`config.mk`:
```
export PLATFORM = sky130hd
export DESIGN_NAME = instr_mem_loader
export DESIGN_NICKNAME = d
export VERILOG_FILES = /design/src/rtl/instr_loader_pkg.sv /design/src/rtl/instr_mem_loader_byte_packer.sv /design/src/rtl/instr_mem_loader.sv
export SDC_FILE = /design/constraint.sdc
export NUM_CORES = 1
export LEC_CHECK = 0
export CORE_ASPECT_RATIO = 0.75
export CORE_MARGIN = 8
export CORE_UTILIZATION = 51
export CTS_CLUSTER_DIAMETER = 100
export DETAILED_ROUTE_END_ITERATION = 6
export GPL_TIMING_DRIVEN = 0
export PLACE_DENSITY = 0.86
export SYNTH_ARGS = -nofsm -noshare
export SYNTH_HDL_FRONTEND = slang
export SYNTH_SLANG_ARGS = --single-unit
```
`constraint.sdc`:
```
create_clock -name clk_i -period 4 [get_ports clk_i]
set_input_delay 0.6 -clock clk_i [delete_from_list [all_inputs] [get_ports clk_i]]
set_output_delay 0.6 -clock clk_i [all_outputs]
set_load 0.005 [all_outputs]
```
`src/rtl/instr_loader_pkg.sv`:
```
// Shared definitions for the instruction memory loader: FSM encoding,
// word geometry, default memory depth and the load-count clamp helper.
package instr_loader_pkg;

    localparam int BYTES_PER_WORD    = 4;
    localparam int WORD_W            = 32;
    localparam int DEFAULT_MEM_WORDS = 65;

    typedef enum logic [1:0] {
        ST_IDLE  = 2'd0,
        ST_LOAD  = 2'd1,
        ST_FLUSH = 2'd2,
        ST_DONE  = 2'd3
    } state_e;

    // Requested word count limited to the physical depth of the memory.
    function automatic logic [15:0] clamp_words(input logic [15:0] req,
                                                input logic [15:0] limit);
        if (req > limit) begin
            return limit;
        end else begin
            return req;
        end
    endfunction

endpackage

```
`src/rtl/instr_mem_loader_byte_packer.sv`:
```
// Big-endian byte packer: shifts accepted bytes into a 24-bit assembly
// register and presents the completed word together with the fourth byte,
// so the owner can capture it on the same edge as the final handshake.
module byte_packer
    import instr_loader_pkg::*;
(
    input  logic              clk_i,
    input  logic              rst_i,
    input  logic              clear_i,
    input  logic              fire_i,
    input  logic [7:0]        byte_i,
    output logic [WORD_W-1:0] word_o,
    output logic              word_valid_o
);

    logic [1:0]  cnt_q;
    logic [1:0]  cnt_d;
    logic [23:0] shift_q;
    logic [23:0] shift_d;

    // Completed word is the three buffered bytes followed by the byte in flight.
    assign word_o       = {shift_q, byte_i};
    assign word_valid_o = fire_i && !clear_i && (cnt_q == 2'(BYTES_PER_WORD - 1));

    // Next assembly state: clear on a new load, shift on each accepted byte.
    always_comb begin
        cnt_d   = cnt_q;
        shift_d = shift_q;
        if (clear_i) begin
            cnt_d   = 2'd0;
            shift_d = 24'd0;
        end else if (fire_i) begin
            cnt_d   = cnt_q + 2'd1;
            shift_d = {shift_q[15:0], byte_i};
        end else begin
            cnt_d   = cnt_q;
            shift_d = shift_q;
        end
    end

    // Assembly register and byte counter; reset discards any partial word.
    always_ff @(posedge clk_i or posedge rst_i) begin
        if (rst_i) begin
            cnt_q   <= 2'd0;
            shift_q <= 24'd0;
        end else begin
            cnt_q   <= cnt_d;
            shift_q <= shift_d;
        end
    end

endmodule

```
`src/rtl/instr_mem_loader.sv`:
```
// Instruction memory loader: accepts a byte stream, packs it into 32-bit
// big-endian words and writes them to consecutive word addresses while
// holding the CPU off. Every output is a flop.
module instr_mem_loader
    import instr_loader_pkg::*;
#(
    parameter int MEM_WORDS = DEFAULT_MEM_WORDS,
    parameter int ADDR_W    = 32
) (
    input  logic              clk_i,
    input  logic              rst_i,
    input  logic              load_start_i,
    input  logic [15:0]       num_words_i,
    input  logic [7:0]        byte_i,
    input  logic              byte_valid_i,
    output logic              byte_ready_o,
    output logic              we_o,
    output logic [ADDR_W-1:0] waddr_o,
    output logic [WORD_W-1:0] wdata_o,
    output logic              cpu_hold_o,
    output logic              done_o,
    output logic [15:0]       words_o
);

    localparam logic [15:0] MEM_WORDS_W = 16'(MEM_WORDS);

    state_e              state_q;
    state_e              state_d;
    logic [15:0]         target_q;
    logic [15:0]         target_d;
    logic [15:0]         words_q;
    logic [15:0]         words_d;
    logic                we_q;
    logic                we_d;
    logic [ADDR_W-1:0]   waddr_q;
    logic [ADDR_W-1:0]   waddr_d;
    logic [WORD_W-1:0]   wdata_q;
    logic [WORD_W-1:0]   wdata_d;
    logic                ready_q;
    logic                ready_d;
    logic                hold_q;
    logic                hold_d;
    logic                done_q;
    logic                done_d;

    logic                fire_s;
    logic                accept_s;
    logic [15:0]         req_target_s;
    logic [WORD_W-1:0]   packed_word_s;
    logic                word_valid_s;

    // A byte transfers only while the registered ready is high (LOAD only).
    assign fire_s       = byte_valid_i && ready_q;
    assign accept_s     = load_start_i && ((state_q == ST_IDLE) || (state_q == ST_DONE));
    assign req_target_s = clamp_words(num_words_i, MEM_WORDS_W);

    byte_packer u_packer (
        .clk_i        (clk_i),
        .rst_i        (rst_i),
        .clear_i      (accept_s),
        .fire_i       (fire_s),
        .byte_i       (byte_i),
        .word_o       (packed_word_s),
        .word_valid_o (word_valid_s)
    );

    // Next-state logic; a zero-length load goes straight to DONE.
    always_comb begin
        state_d  = state_q;
        target_d = target_q;
        case (state_q)
            ST_IDLE, ST_DONE: begin
                if (load_start_i) begin
                    target_d = req_target_s;
                    if (req_target_s == 16'd0) begin
                        state_d = ST_DONE;
                    end else begin
                        state_d = ST_LOAD;
                    end
                end else begin
                    state_d = state_q;
                end
            end
            ST_LOAD: begin
                if (word_valid_s && ((words_q + 16'd1) == target_q)) begin
                    state_d = ST_FLUSH;
                end else begin
                    state_d = ST_LOAD;
                end
            end
            ST_FLUSH: begin
                state_d = ST_DONE;
            end
            default: begin
                state_d = ST_IDLE;
            end
        endcase
    end

    // Write port: capture the finished word one cycle after its last byte,
    // bump the word count in that same cycle, hold address/data otherwise.
    always_comb begin
        we_d    = word_valid_s;
        waddr_d = waddr_q;
        wdata_d = wdata_q;
        words_d = words_q;
        if (accept_s) begin
            words_d = 16'd0;
        end else if (word_valid_s) begin
            waddr_d = ADDR_W'(words_q) * ADDR_W'(BYTES_PER_WORD);
            wdata_d = packed_word_s;
            words_d = words_q + 16'd1;
        end else begin
            words_d = words_q;
        end
    end

    // Status flags registered from the next state so they switch with it.
    always_comb begin
        ready_d = (state_d == ST_LOAD);
        hold_d  = (state_d == ST_LOAD) || (state_d == ST_FLUSH);
        done_d  = (state_d == ST_DONE);
    end

    // State, counters and all output registers.
    always_ff @(posedge clk_i or posedge rst_i) begin
        if (rst_i) begin
            state_q  <= ST_IDLE;
            target_q <= 16'd0;
            words_q  <= 16'd0;
            we_q     <= 1'b0;
            waddr_q  <= '0;
            wdata_q  <= '0;
            ready_q  <= 1'b0;
            hold_q   <= 1'b0;
            done_q   <= 1'b0;
        end else begin
            state_q  <= state_d;
            target_q <= target_d;
            words_q  <= words_d;
            we_q     <= we_d;
            waddr_q  <= waddr_d;
            wdata_q  <= wdata_d;
            ready_q  <= ready_d;
            hold_q   <= hold_d;
            done_q   <= done_d;
        end
    end

    assign byte_ready_o = ready_q;
    assign we_o         = we_q;
    assign waddr_o      = waddr_q;
    assign wdata_o      = wdata_q;
    assign cpu_hold_o   = hold_q;
    assign done_o       = done_q;
    assign words_o      = words_q;

endmodule

```
# Yosys cells after proc, flatten, opt, wreduce, memory -nomap -nowiden
# Index checks and enable logic that the tools add are counted.
[word_totals] register_bits=112 wordCells=49 in_bits=28 out_inout_bits=84
[classes] muxes=11 bitwise=1 n_lt_le_gt_ge=1 n_eq_ne=8 n_addsub=2 n_reduce_logical=15
[ops] cell="16-bit 2-to-1 mux" n=3
[ops] cell="24-bit 2-to-1 mux" n=2
[ops] cell="16-bit by 1-bit adder with 16-bit output, second input constant" n=1
[ops] cell="16-bit == test" n=1
[ops] cell="16-bit by 7-bit > comparator with 1-bit output, second input constant" n=1
[ops] cell="16-bit zero test" n=1
[ops] cell="2-bit == test, second input constant" n=5
[ops] cell="2-bit 2-to-1 mux" n=5
[ops] cell="2-bit case mux with 3 select lines" n=1
[ops] cell="1-bit logical AND" n=5
[ops] cell="2-bit by 1-bit == test with 1-bit output, second input constant" n=2
[ops] cell="2-bit AND reduction" n=2
[ops] cell="2-bit nonzero test" n=2
[ops] cell="2-bit by 1-bit adder with 2-bit output, second input constant" n=1
[ops] cell="2-bit zero test" n=1
[ops] cell="1-bit logical OR" n=2
[ops] cell="2-bit OR reduction" n=1
[ops] cell="1-bit zero test" n=1
[ops] cell="1-bit inverter" n=1

# Logic depth before layout (Yosys ltp)
[depth] word_depth=11 depth_mapped=9 ltp_nobuf=9

# Hierarchy
# A second synthesis with hierarchy kept.
[hier_totals] cells_unflattened=444 area_unflattened_um2=5208.7
[by_module_without_submodules] module="instr_mem_loader" n_inst=1 cells_per_inst=348 seq_area_each_um2=2152.1 area_each_um2=4048.9
[by_module_without_submodules] module="byte_packer" n_inst=1 cells_per_inst=96 seq_area_each_um2=650.6 area_each_um2=1159.9

# Worst setup path before layout
# OpenSTA, ideal clock, no wires.
[synth_path] path_kind="reg2reg" start="register words_q[0] (netlist: words_o[0])" end="register hold_q (netlist: cpu_hold_o)" slack_ps=1425 setup_time_ps=113 arrival_time_ps=2462 stages_incl_launch_ff=10 synth_period_minus_slack_ps=2575 required_time_ps=3887 path_buffers=0 cell_sequence="dfrtp_1 ha_1 nand3_1 nor4_2 xnor2_1 a2111o_1 nor4_2 a21oi_1 ha_1 inv_1"
[synth_via] elab_chain_len=7 elab_cells_between_ends=8 classes_between="add/sub: 1; eq/ne: 3; mux: 2; reduce/logical: 2"
[synth_lines] item="start: declaration" line_no="instr_mem_loader.sv:31" rtl="logic [15:0] words_q;"
[synth_lines] item="start signal: assignment" line_no="instr_mem_loader.sv:140" rtl="words_q <= words_d;"
[synth_lines] item="16-bit by 1-bit adder with 16-bit output (*)" line_no="instr_mem_loader.sv:85" rtl="if (word_valid_s && ((words_q + 16'd1) == target_q)) begin"
[synth_lines] item="16-bit == test (*)" line_no="instr_mem_loader.sv:85"
[synth_lines] item="1-bit logical AND (*)" line_no="instr_mem_loader.sv:85"
[synth_lines] item="2-bit 2-to-1 mux (*)" line_no="instr_mem_loader.sv:85"
[synth_lines] item="2-bit case mux with 3 select lines (*)" line_no="instr_mem_loader.sv:71" rtl="case (state_q)"
[synth_lines] item="via state_d[0]" line_no="instr_mem_loader.sv:28" rtl="state_e state_d;"
[synth_lines] item="2-bit by 1-bit == test with 1-bit output / 2-bit == test (equally long branches)" line_no="instr_mem_loader.sv:121" rtl="hold_d = (state_d == ST_LOAD) || (state_d == ST_FLUSH);"
[synth_lines] item="1-bit logical OR (*)" line_no="instr_mem_loader.sv:121"
[synth_lines] item="via hold_d" line_no="instr_mem_loader.sv:42" rtl="logic hold_d;"
[synth_lines] item="end signal: assignment" line_no="instr_mem_loader.sv:145" rtl="hold_q <= hold_d;"
[synth_lines] item="end: declaration" line_no="instr_mem_loader.sv:41" rtl="logic hold_q;"
# Mark *: on every way through the listed nets, which the timed path passes. The rest lies on a longest branch.
# A chain may end at the register's enable or synchronous reset.

# Worst setup path after layout
# Ends and elaborated chain as after synthesis.

==> flow_summary.toml <==
[pwr]
leakage_nw = 2.98
p_per_area_nw_per_um2 = 556
ir_drop_v = 0.000422
fin_total_pwr_mw = 3.64

[sta]
rsz0062_at_grt = "false"
worst_slew_pin_slew_ps = 678
finalCriticalPeriod_ps = 3190
skew_ps = 10.1
maxSlewViolCount = 0
setup_viol = 0
layout_setup_ws_ps = 815
clock.fmax_mhz = 314
fin_crit_sh_pct = 79.6
hold_viol = 0
fin_hold_ws_ps = 490
slew_headroom_pct = 54.8

[cells_and_area]
multi_input_area_um2 = 2040
syn_to_final_growth_pct = 29.9
layout-drive-gt1-share_pct = 15.5
mostFrequentLayoutCells = "dfrtp_1, clkdlybuf4s50_1, nand2_1"
antenna_cells = 0
final.fill_count = 722
final_common_cell = "dfrtp_1"
final_net_count = 616
finish.utilization_pct = 67.8
register_area_um2 = 2800

[run_status]
status = "completed"

[setup_path]
r2r_slack_ps = 810
critPathKind = "flip-flop to flip-flop"
required_ps = 4250
crit_arrival_ps = 3430
worstPathMaxFanout = 7
startpoint_type = "flip-flop"
end_kind = "flip-flop"

[die]
top_level_ports = 112
start_util_pct = 52.2
design.core.area_um2 = 9660
die_w_um = 131
num_rows = 31
dieHeight_um = 102
dieArea_um2 = 13400

[clock_tree]
cts_hold_buf = 0
clockBufferDepth = 2
clkLatencyLatePin_ps = 350
root_buffer = "clkbuf_16"
postCtsResizedCells = 0
ctsHtreeMaxLevel = 3
cts_buffers = 9
tritoncts = "yes"
post_cts.repair.setup_buffers = 0
cts.sinks = 112
clk_pin_slew_ps = 70

[global_routing]
grt_start_max_net_pins = 66
grt_antenna_before_repair = 0
grt_usage_pct = 18.7
gr-total-overflow = 0
first_global_vias = 3838
grt_pass1_wl_um = 19400

[route]
wl_per_cell_um = 16.8
vias_per_cell = 5.23
wirelength_um = 12100
drc_errors = 0
ant_nets = 0
vias = 3761
drt_iter0_markers = 268
drtPass1Iterations = 5

[placed_design]
place_ws_ps = 656
dp_hpwl_um = 9020
gp_congestion = 0.865
port_buffers = 95

[flow_run]
maxCapViolCount = 0

[synthesis]
synthesis.area_um2 = 5040
synth-edff-count = 0
ys_seq_elements = 112
ys_async_sr_fraction_pct = 100
ys.flop_type = "dfrtp_1"
synth_warnings = 0
netlist_instances = 461
syn_avg_cell_area_um2 = 10.9
yosysUniqueCellTypes = 44
ys_seq_area_share_pct = 55.6

[hold_path]
hp-class = "flip-flop to flip-flop"
[worst max-delay path, stage by stage, from the launching register on]
cell and delay (ps):
dfrtp_1 520, ha_1 320, nand3_1 270, nor4_2 440, xnor2_1 130, a2111o_1 400
nor4_2 490, a21oi_1 180, ha_1 300, inv_1 30
[metal layers]
| layer | vias to the layer above | global-route usage, % | wire length, µm |
|---|---|---|---|
| met5 | - | 0 | 0 |
| met4 | 0 | 3.78 | 100 |
| met3 | 10 | 5.89 | 1120 |
| li1 | 1769 | - | - |
| met2 | 137 | 30.4 | 5700 |
| met1 | 1845 | 24.3 | 5140 |
[final timing paths]
kind	end	startpoint	depth (start not counted)
min in group asynchronous	wdata_o[2]	rst_i	2
hold reg to reg	waddr_o[6]	waddr_o[6]	2
max in group asynchronous	wdata_o[27]	rst_i	3
setup / recovery	cpu_hold_o	words_o[0]	9
hold / removal	waddr_o[6]	waddr_o[6]	2
setup reg to reg	cpu_hold_o	words_o[0]	9
[kinds of logic after synthesis]
kind of cell / synth area share, %
AOI/OAI and AO/OA: 6.87
xor gates and xnor gates: 6.38
adders and majority gates: 1.24
buffers and inverters: 5.14
DFF: 55.6
muxes: 10.5
other: 0.0744
and+or+nand+nor: 14.3
[per-stage QoR]
| step | setup TNS [ps] | instances | instance area, µm² |
|---|---|---|---|
| final | 0 | 719 | 6550 |
| after global routing | 0 | 719 | 6550 |
| after CTS | 0 | 719 | 6550 |
| after detailed placement | 0 | 704 | 6250 |
| after global placement | -102680 | 703 | 6220 |
| after floorplan | 0 | 476 | 5100 |
[sequential cells by signal, summed over array words and instances, names as in the netlist]
register	count
we_o	1
target_q	16
state_q	2
byte_ready_o	1
cpu_hold_o	1
wdata_o	32
done_o	1
u_packer.cnt_q	2
words_o	16
waddr_o	16
u_packer.shift_q	24
[where the power goes]
group	leakage, nW	switching [mW]	internal (mW)	total [mW]
Sequential	1.46	0.208	1.44	1.65
Combinational	1.37	0.451	0.632	1.08
Clock	0.149	0.404	0.505	0.909
Total	2.98	1.06	2.58	3.64
[cell type report]
type,count,share of cell area (%)
clock inverter,5,0.993
inverter,9,0.554
clock buffer,10,3.65
sequential,112,42.8
tap,132,2.52
multi-input combinational,313,31.1
buffer,42,3.44
timing repair buffer,96,14.9
[cells in the mapped netlist (9+ instances only)]
library cell | n | area share (%)
mux2_2 | 46 | 10
and2_1 | 11 | 1.4
o21ai_0 | 12 | 1.2
nor3_1 | 10 | 0.99
buf_4 | 16 | 2.4
xor2_1 | 13 | 2.3
xnor2_1 | 21 | 3.6
dfrtp_1 | 112 | 56
inv_1 | 9 | 0.67
nor2_1 | 23 | 1.7
clkbuf_1 | 15 | 1.1
nand2_1 | 73 | 5.4
a21oi_1 | 34 | 3.4
Note: power is estimated with default switching activity, not from simulation.
